==> src/rtl/mpu_bus_pkg.sv <==
// Shared types and constants for the 6502 MPU bus bridge.
package mpu_bus_pkg;

    typedef enum logic [1:0] {
        IDLE = 2'd0,
        WAIT = 2'd1,
        DONE = 2'd2
    } state_t;

    localparam logic [7:0] BUS_ERR_DATA   = 8'hFF;
    localparam int         FAST_BYTES_DEF = 512;
    localparam int         TIMEOUT_DEF    = 255;

endpackage

==> src/rtl/mpu_bus_bridge_if.sv <==
// MPU-side bus cycle and external memory handshake, bundled for the bridge.
interface mpu_bus_bridge_if;

    logic        R_W;
    logic [7:0]  ABL;
    logic [7:0]  ABH;
    logic [7:0]  DB_OUT;
    logic [7:0]  DB_IN;
    logic        RDY;
    logic        MEM_REQ;
    logic        MEM_WE;
    logic [15:0] MEM_ADDR;
    logic [7:0]  MEM_WDATA;
    logic        MEM_ACK;
    logic [7:0]  MEM_RDATA;
    logic        BUS_ERR;

    // master: MPU plus external memory; slave: the bridge
    modport master (
        output R_W, ABL, ABH, DB_OUT, MEM_ACK, MEM_RDATA,
        input  DB_IN, RDY, MEM_REQ, MEM_WE, MEM_ADDR, MEM_WDATA, BUS_ERR
    );

    modport slave (
        input  R_W, ABL, ABH, DB_OUT, MEM_ACK, MEM_RDATA,
        output DB_IN, RDY, MEM_REQ, MEM_WE, MEM_ADDR, MEM_WDATA, BUS_ERR
    );

endinterface

==> src/rtl/mpu_fast_ram.sv <==
// Zero-wait internal RAM: asynchronous read, synchronous write, contents survive reset.
module mpu_fast_ram #(
    parameter  int FAST_BYTES = 512,
    localparam int AW         = $clog2(FAST_BYTES)
) (
    input  logic          clk,
    input  logic          we,
    input  logic [AW-1:0] addr,
    input  logic [7:0]    wdata,
    output logic [7:0]    rdata
);

    logic [7:0] mem [FAST_BYTES];

    always_ff @(posedge clk) begin
        if (we) mem[addr] <= wdata;
    end

    assign rdata = mem[addr];

endmodule

==> src/rtl/mpu_bus_bridge.sv <==
// Bridges 6502 bus cycles to internal fast RAM or a REQ/ACK external port,
// stalling the MPU with RDY until slow accesses complete or time out.
module mpu_bus_bridge
    import mpu_bus_pkg::*;
#(
    parameter int FAST_BYTES = FAST_BYTES_DEF,
    parameter int TIMEOUT    = TIMEOUT_DEF
) (
    input logic             CLK,
    input logic             RES_N,
    mpu_bus_bridge_if.slave bus
);

    localparam int AW = $clog2(FAST_BYTES);
    localparam int CW = (TIMEOUT > 0) ? $clog2(TIMEOUT + 1) : 1;
    localparam logic [CW-1:0] CNT_LAST = CW'((TIMEOUT > 0) ? TIMEOUT - 1 : 0);

    state_t        state, state_d;
    logic [15:0]   addr;
    logic          fast;
    logic          rdy;
    logic          timeout_hit;
    logic [CW-1:0] cnt;
    logic          mem_req_q, mem_we_q, bus_err_q;
    logic [15:0]   mem_addr_q;
    logic [7:0]    mem_wdata_q, rdata_q, ram_rdata;

    assign addr        = {bus.ABH, bus.ABL};
    assign fast        = (addr < 16'(FAST_BYTES));
    assign timeout_hit = (TIMEOUT != 0) && (cnt == CNT_LAST);

    mpu_fast_ram #(.FAST_BYTES(FAST_BYTES)) u_ram (
        .clk   (CLK),
        .we    (state == IDLE && fast && !bus.R_W),
        .addr  (addr[AW-1:0]),
        .wdata (bus.DB_OUT),
        .rdata (ram_rdata)
    );

    always_ff @(posedge CLK or negedge RES_N) begin
        if (!RES_N) state <= IDLE;
        else        state <= state_d;
    end

    always_comb begin
        state_d = state;
        rdy     = 1'b0;
        case (state)
            IDLE: begin
                rdy = fast;
                if (!fast) state_d = WAIT;
            end
            WAIT: if (bus.MEM_ACK || timeout_hit) state_d = DONE;
            DONE: begin
                rdy     = 1'b1;
                state_d = IDLE;
            end
            default: state_d = IDLE;
        endcase
    end

    // ACK is checked before the timeout so a coincident ACK suppresses BUS_ERR
    always_ff @(posedge CLK or negedge RES_N) begin
        if (!RES_N) begin
            mem_req_q   <= 1'b0;
            mem_we_q    <= 1'b0;
            mem_addr_q  <= '0;
            mem_wdata_q <= '0;
            rdata_q     <= '0;
            bus_err_q   <= 1'b0;
            cnt         <= '0;
        end else begin
            bus_err_q <= 1'b0;
            case (state)
                IDLE: if (!fast) begin
                    mem_req_q   <= 1'b1;
                    mem_we_q    <= !bus.R_W;
                    mem_addr_q  <= addr;
                    mem_wdata_q <= bus.DB_OUT;
                    cnt         <= '0;
                end
                WAIT: begin
                    if (bus.MEM_ACK) begin
                        rdata_q   <= bus.MEM_RDATA;
                        mem_req_q <= 1'b0;
                    end else if (timeout_hit) begin
                        rdata_q   <= BUS_ERR_DATA;
                        mem_req_q <= 1'b0;
                        bus_err_q <= 1'b1;
                    end else begin
                        cnt <= cnt + CW'(1);
                    end
                end
                default: ;
            endcase
        end
    end

    assign bus.RDY       = rdy;
    assign bus.DB_IN     = (state == IDLE && fast) ? ram_rdata : rdata_q;
    assign bus.MEM_REQ   = mem_req_q;
    assign bus.MEM_WE    = mem_we_q;
    assign bus.MEM_ADDR  = mem_addr_q;
    assign bus.MEM_WDATA = mem_wdata_q;
    assign bus.BUS_ERR   = bus_err_q;

endmodule

==> src/flat_wrapper.sv <==
// flat-port wrapper written by rule: the top's interface ports become plain ports
module mpu_bus_bridge_flat import mpu_bus_pkg::*;
#(
    parameter int FAST_BYTES = FAST_BYTES_DEF,
    parameter int TIMEOUT    = TIMEOUT_DEF
)
  (CLK, RES_N, bus_R_W, bus_ABL, bus_ABH, bus_DB_OUT, bus_MEM_ACK, bus_MEM_RDATA, bus_DB_IN, bus_RDY, bus_MEM_REQ, bus_MEM_WE, bus_MEM_ADDR, bus_MEM_WDATA, bus_BUS_ERR);
  mpu_bus_bridge_if bus_i ();
  input logic CLK;
  input logic RES_N;
  input wire logic [$bits(bus_i.R_W)-1:0] bus_R_W;
  input wire logic [$bits(bus_i.ABL)-1:0] bus_ABL;
  input wire logic [$bits(bus_i.ABH)-1:0] bus_ABH;
  input wire logic [$bits(bus_i.DB_OUT)-1:0] bus_DB_OUT;
  input wire logic [$bits(bus_i.MEM_ACK)-1:0] bus_MEM_ACK;
  input wire logic [$bits(bus_i.MEM_RDATA)-1:0] bus_MEM_RDATA;
  output wire logic [$bits(bus_i.DB_IN)-1:0] bus_DB_IN;
  output wire logic [$bits(bus_i.RDY)-1:0] bus_RDY;
  output wire logic [$bits(bus_i.MEM_REQ)-1:0] bus_MEM_REQ;
  output wire logic [$bits(bus_i.MEM_WE)-1:0] bus_MEM_WE;
  output wire logic [$bits(bus_i.MEM_ADDR)-1:0] bus_MEM_ADDR;
  output wire logic [$bits(bus_i.MEM_WDATA)-1:0] bus_MEM_WDATA;
  output wire logic [$bits(bus_i.BUS_ERR)-1:0] bus_BUS_ERR;
  assign bus_i.R_W = bus_R_W;
  assign bus_i.ABL = bus_ABL;
  assign bus_i.ABH = bus_ABH;
  assign bus_i.DB_OUT = bus_DB_OUT;
  assign bus_i.MEM_ACK = bus_MEM_ACK;
  assign bus_i.MEM_RDATA = bus_MEM_RDATA;
  assign bus_DB_IN = bus_i.DB_IN;
  assign bus_RDY = bus_i.RDY;
  assign bus_MEM_REQ = bus_i.MEM_REQ;
  assign bus_MEM_WE = bus_i.MEM_WE;
  assign bus_MEM_ADDR = bus_i.MEM_ADDR;
  assign bus_MEM_WDATA = bus_i.MEM_WDATA;
  assign bus_BUS_ERR = bus_i.BUS_ERR;
  mpu_bus_bridge #(.FAST_BYTES(FAST_BYTES), .TIMEOUT(TIMEOUT)) u_core (.CLK(CLK), .RES_N(RES_N), .bus(bus_i));
endmodule
==> config.mk <==
export PLATFORM = sky130hd
export DESIGN_NAME = mpu_bus_bridge_flat
export DESIGN_NICKNAME = d
export VERILOG_FILES = /design/src/rtl/mpu_bus_pkg.sv /design/src/rtl/mpu_bus_bridge_if.sv /design/src/rtl/mpu_fast_ram.sv /design/src/rtl/mpu_bus_bridge.sv /design/src/flat_wrapper.sv
export SDC_FILE = /design/constraint.sdc
export NUM_CORES = 2
export LEC_CHECK = 0
export ABC_AREA = 1
export BUFFER_PORTS_ARGS = -buffer_cell sky130_fd_sc_hd__buf_4
export CORE_MARGIN = 5
export CORE_UTILIZATION = 40
export DETAILED_ROUTE_END_ITERATION = 8
export PLACE_DENSITY_LB_ADDON = 0.1
export SLEW_MARGIN = 15
export SYNTH_ARGS = -nofsm -noshare
export SYNTH_HDL_FRONTEND = slang
export SYNTH_SLANG_ARGS = --single-unit
==> constraint.sdc <==
create_clock -name CLK -period 2.4 [get_ports CLK]
set_input_delay 0.36 -clock CLK [delete_from_list [all_inputs] [get_ports CLK]]
set_output_delay 0.36 -clock CLK [all_outputs]
set_load 0.03 [all_outputs]
==> metrics.cfg <==
[outcome]
status = complete, but fails checks
failed_checks = setup timing

[sta]
final-max-slew-violation-count = 0
setup_slack_ns = -1.24
max_slew_margin_pct = 44.8
final.period_utilization_pct = 152
timing.hold.ws_ns = 0.0769
tightestPinTransition_ns = 0.825
timing.fmax_ghz = 0.275
setup-tns-final_ns = -917.45
grt_setup_unrepaired = true
final_period_minus_worst_setup_slack_ns = 3.64
timing.clock.skew_ns = 0.0668
timing_hold_violations_final = 0
setup_violation_total_in_the_final_timing_report = 4073

[synth]
cell_type_with_the_highest_aggregate_area_in_the_netlist = edfxtp_1
synth-edff-count = 4096
leading_cell_types_by_count_after_synthesis = nand2_1 (6921), edfxtp_1 (4096), nor2_1 (1077)
synth-seq-area-share_pct = 75.5
yosys_warnings = 0
syn_inst = 14200
synth_flop_cell = edfxtp_1
synthMostInstantiatedCell = nand2_1
synthArstFlopShare_pct = 1.09
synth_seq_cells = 4141
mappedNetlistArea_um2 = 164000
post-synth-top-area-fraction_pct = 74.8
netlist_top_cells_area = edfxtp_1 (75%), nand2_1 (16%), nor2_1 (2.5%), nand4_1 (1.9%), clkbuf_1 (0.97%)
post_synthesis_net_count = 14200
post_synth_num_cell_types = 29
syn_avg_cell_area_um2 = 11.6

[setup_path]
critical-path-top-cell-by-count = nand2_1
worstSetupEndpointType = output port
crit_chain = buf_16 -> inv_16 -> nor2_4 -> buf_12 -> buf_4 -> buf_12 -> buf_4 -> nand2_1 -> nand4_1 -> nand2_1 -> nand2_1 -> nor2_1 -> nor2_2 -> nor2_1 -> nand2_1 -> nand2_1 -> nand2_2 -> nor2_4 -> buf_6 -> a21oi_4 -> buf_6
crit_path_top_delay_cell = a21oi_4
timing.critical_path.arrival_ns = 3.28
critPathKind = input port to output port
timing.critical_path.slowest_cell_delay_ns = 0.30
worstPathMaxFanout = 36
crit_family = buffers and inverters
cp-start-kind = input port
required_worst_endpoint_ns = 2.04
worstPathBufferInverterCount = 8

[clocking]
ctsRootBufferMaster = clkbuf_16
cts_tree = built
number_of_buffers_created_by_cts = 444
clock-sinks = 4141
clk-insertion-delay-late_ns = 1.02
clkTransAtPathRegs_ns = 0.06
cts.htree.levels = 5
cts-root-to-sink-buffers = 4

[pwr]
power.clock.fraction_pct = 42.4
p_per_area_nw_per_um2 = 778
seqPwrFrac_pct = 49.4
internal-power_mw = 124
p_comb_share_pct = 8.2
power.switching_mw = 37.9
total_leakage_power_nw = 78.2
switching_share_pct = 23.5
maximum_resistive_drop_on_vdd_mv = 0.824

[cells_and_area]
finish.net_count = 16000
area_delta_synth_final_pct = 26.5
design_area_um2 = 208000
multi_input_area_um2 = 40200
ratio_of_cells_with_drive_above_1_in_the_final_layout_pct = 20.5
filler_cell_count = 35600
post-route-util_pct = 50.8
regArea_um2 = 124000
final_cell_count_no_fill = 21800

[route]
post_drt_wl_per_cell_um = 26.2
vias_after_detailed_routing = 115000
drt_pre_antenna_iters = 6
remaining_drc_errors = 0
drt.antenna.violating_nets = 0
post_drt_via_cell_ratio = 5.27
dr.first_iter.drc_count = 12600
wl_um = 571000

[placement]
finalWeightedCongestion = 0.897
placedInstanceArea_um2 = 189000
io_buffer_count = 71
post-dp-hpwl_um = 371000
place_inst = 20800

[global_route]
initial_antenna_violation_count = 30
grt_util_all_layers_pct = 25.9
grt_first_pass_wirelength_um = 802000
grt-ovfl-total = 0
grt_start_max_net_pins = 119
vias_in_the_first_global_route = 111000

[hold_path]
min_path_type = input port to flop

[floorplan]
coreArea_um2 = 410000
rows = 235
floorplan.die_area_um2 = 424000
die_x_um = 651
die_h_um = 651
start_util_pct = 40.2
floorplan.io_pins = 72

[flow_run]
cap_viol_max_count = 0

## through the flow
| stage | worst slack, ns | total power, mW |
|---|---|---|
| floorplan | -0.219 | 86.4 |
| global placement | -1.98 | 93.5 |
| detailed placement | -1.95 | 93.6 |
| CTS | -1.29 | 163 |
| global route | -1.31 | 167 |
| finish | -1.24 | 162 |
## final timing paths
path	end	slack, ns	start	depth (start not counted)
max reg2reg	u_core.u_ram.mem[100][5]	-0.38	u_core.state[0]	10
max in group asynchronous	u_core.bus.MEM_ADDR[2]	1.77	RES_N	4
min reg2reg	u_core.bus.MEM_ADDR[0]	0.48	u_core.bus.MEM_ADDR[0]	2
min	u_core.bus.BUS_ERR	0.08	bus_MEM_ACK	3
max	bus_DB_IN[5]	-1.24	bus_ABL[0]	21
min in group asynchronous	u_core.bus.MEM_WDATA[1]	0.42	RES_N	4
## state kept, by name, summed over array words and instances, names as in the netlist
name	cells
u_core.bus.BUS_ERR	1
u_core.bus.MEM_REQ	1
u_core.bus.MEM_WDATA	8
u_core.cnt	8
u_core.state	2
u_core.bus.MEM_ADDR	16
u_core.u_ram.mem	4096
u_core.rdata_q	8
u_core.bus.MEM_WE	1
## worst reg2reg max path: stages (launching register included)
cell and delay (ns):
dfrtp_1 0.41, nor3_4 0.23, inv_4 0.12, buf_6 0.14
or2_4 0.33, nor3_4 0.21, buf_6 0.17, nand2_8 0.18
buf_16 0.27, nor2_2 0.21, buf_4 0.17
## layout by cell type, fill, tap and decap left out, types with 99 or more instances in the layout
cell,netlist,routed
nor2_2,2,201
buf_4,2,1506
o21ai_0,212,147
nor2_4,2,221
nand4_1,504,504
clkbuf_16,0,469
nand2_2,0,113
buf_12,0,365
edfxtp_1,4096,4096
nand3_1,180,171
a21oi_1,169,157
clkinv_1,5,99
nor2_1,1077,659
nand2_1,6921,6750
## power groups by stage
| stage | Sequential [mW] | Clock [mW] | Combinational, mW |
|---|---|---|---|
| finish | 79.9 | 68.6 | 13.2 |
| floorplan | 81.9 | 0 | 4.52 |
| global route | 79.9 | 72.8 | 14.1 |
| detailed placement | 81.4 | 0 | 12.2 |
| CTS | 79.9 | 69.7 | 12.9 |
| global placement | 81.4 | 0 | 12.1 |
## routing by layer
metal / wire (um) / part of all wire [%] / vias up / GRT usage (%)
met2: 264000 / 46 / 4589 / 41.5
met5: 27 / 0.0047 / - / 0
li1: - / - / 51900 / -
met3: 43100 / 7.5 / 797 / 3.88
met4: 16800 / 2.9 / 4 / 6.88
met1: 247000 / 43 / 57300 / 37.0
## timing repair
action / CTS / global route
pin swaps: 159 / 142
gates cloned: 15 / 19
hold buffers: 33 / 0
setup endpoints to repair: 3992 / 4104
gates resized for setup: 580 / 270
buffers inserted: 61 / 29
endpoints found under the hold margin: 629 / 0
## area by class of cell
type / count / area share (%)
Tap cell: 5451 / 3.28
Clock inverter: 277 / 1.39
Timing Repair Buffer: 2081 / 10.6
Sequential cell: 4141 / 59.7
Antenna cell: 10 / 0.0120
Inverter: 63 / 0.142
Clock buffer: 535 / 5.57
Multi-Input combinational cell: 9195 / 19.3
## cells by family (layout without fill, tap and decap cells)
logic type,after synthesis,in the layout,share of synthesized area [%]
AOI/OAI and AO/OA,481,481,1.59
xor gates and xnor gates,2,2,0.0107
adders and majority gates,2,2,0.0152
buffers and inverters,817,2956,2.08
DFF,4141,4141,75.5
other,0,10,0
and+or+nand+nor,8710,8710,20.8
No activity file was read; power rests on OpenSTA's default activity.
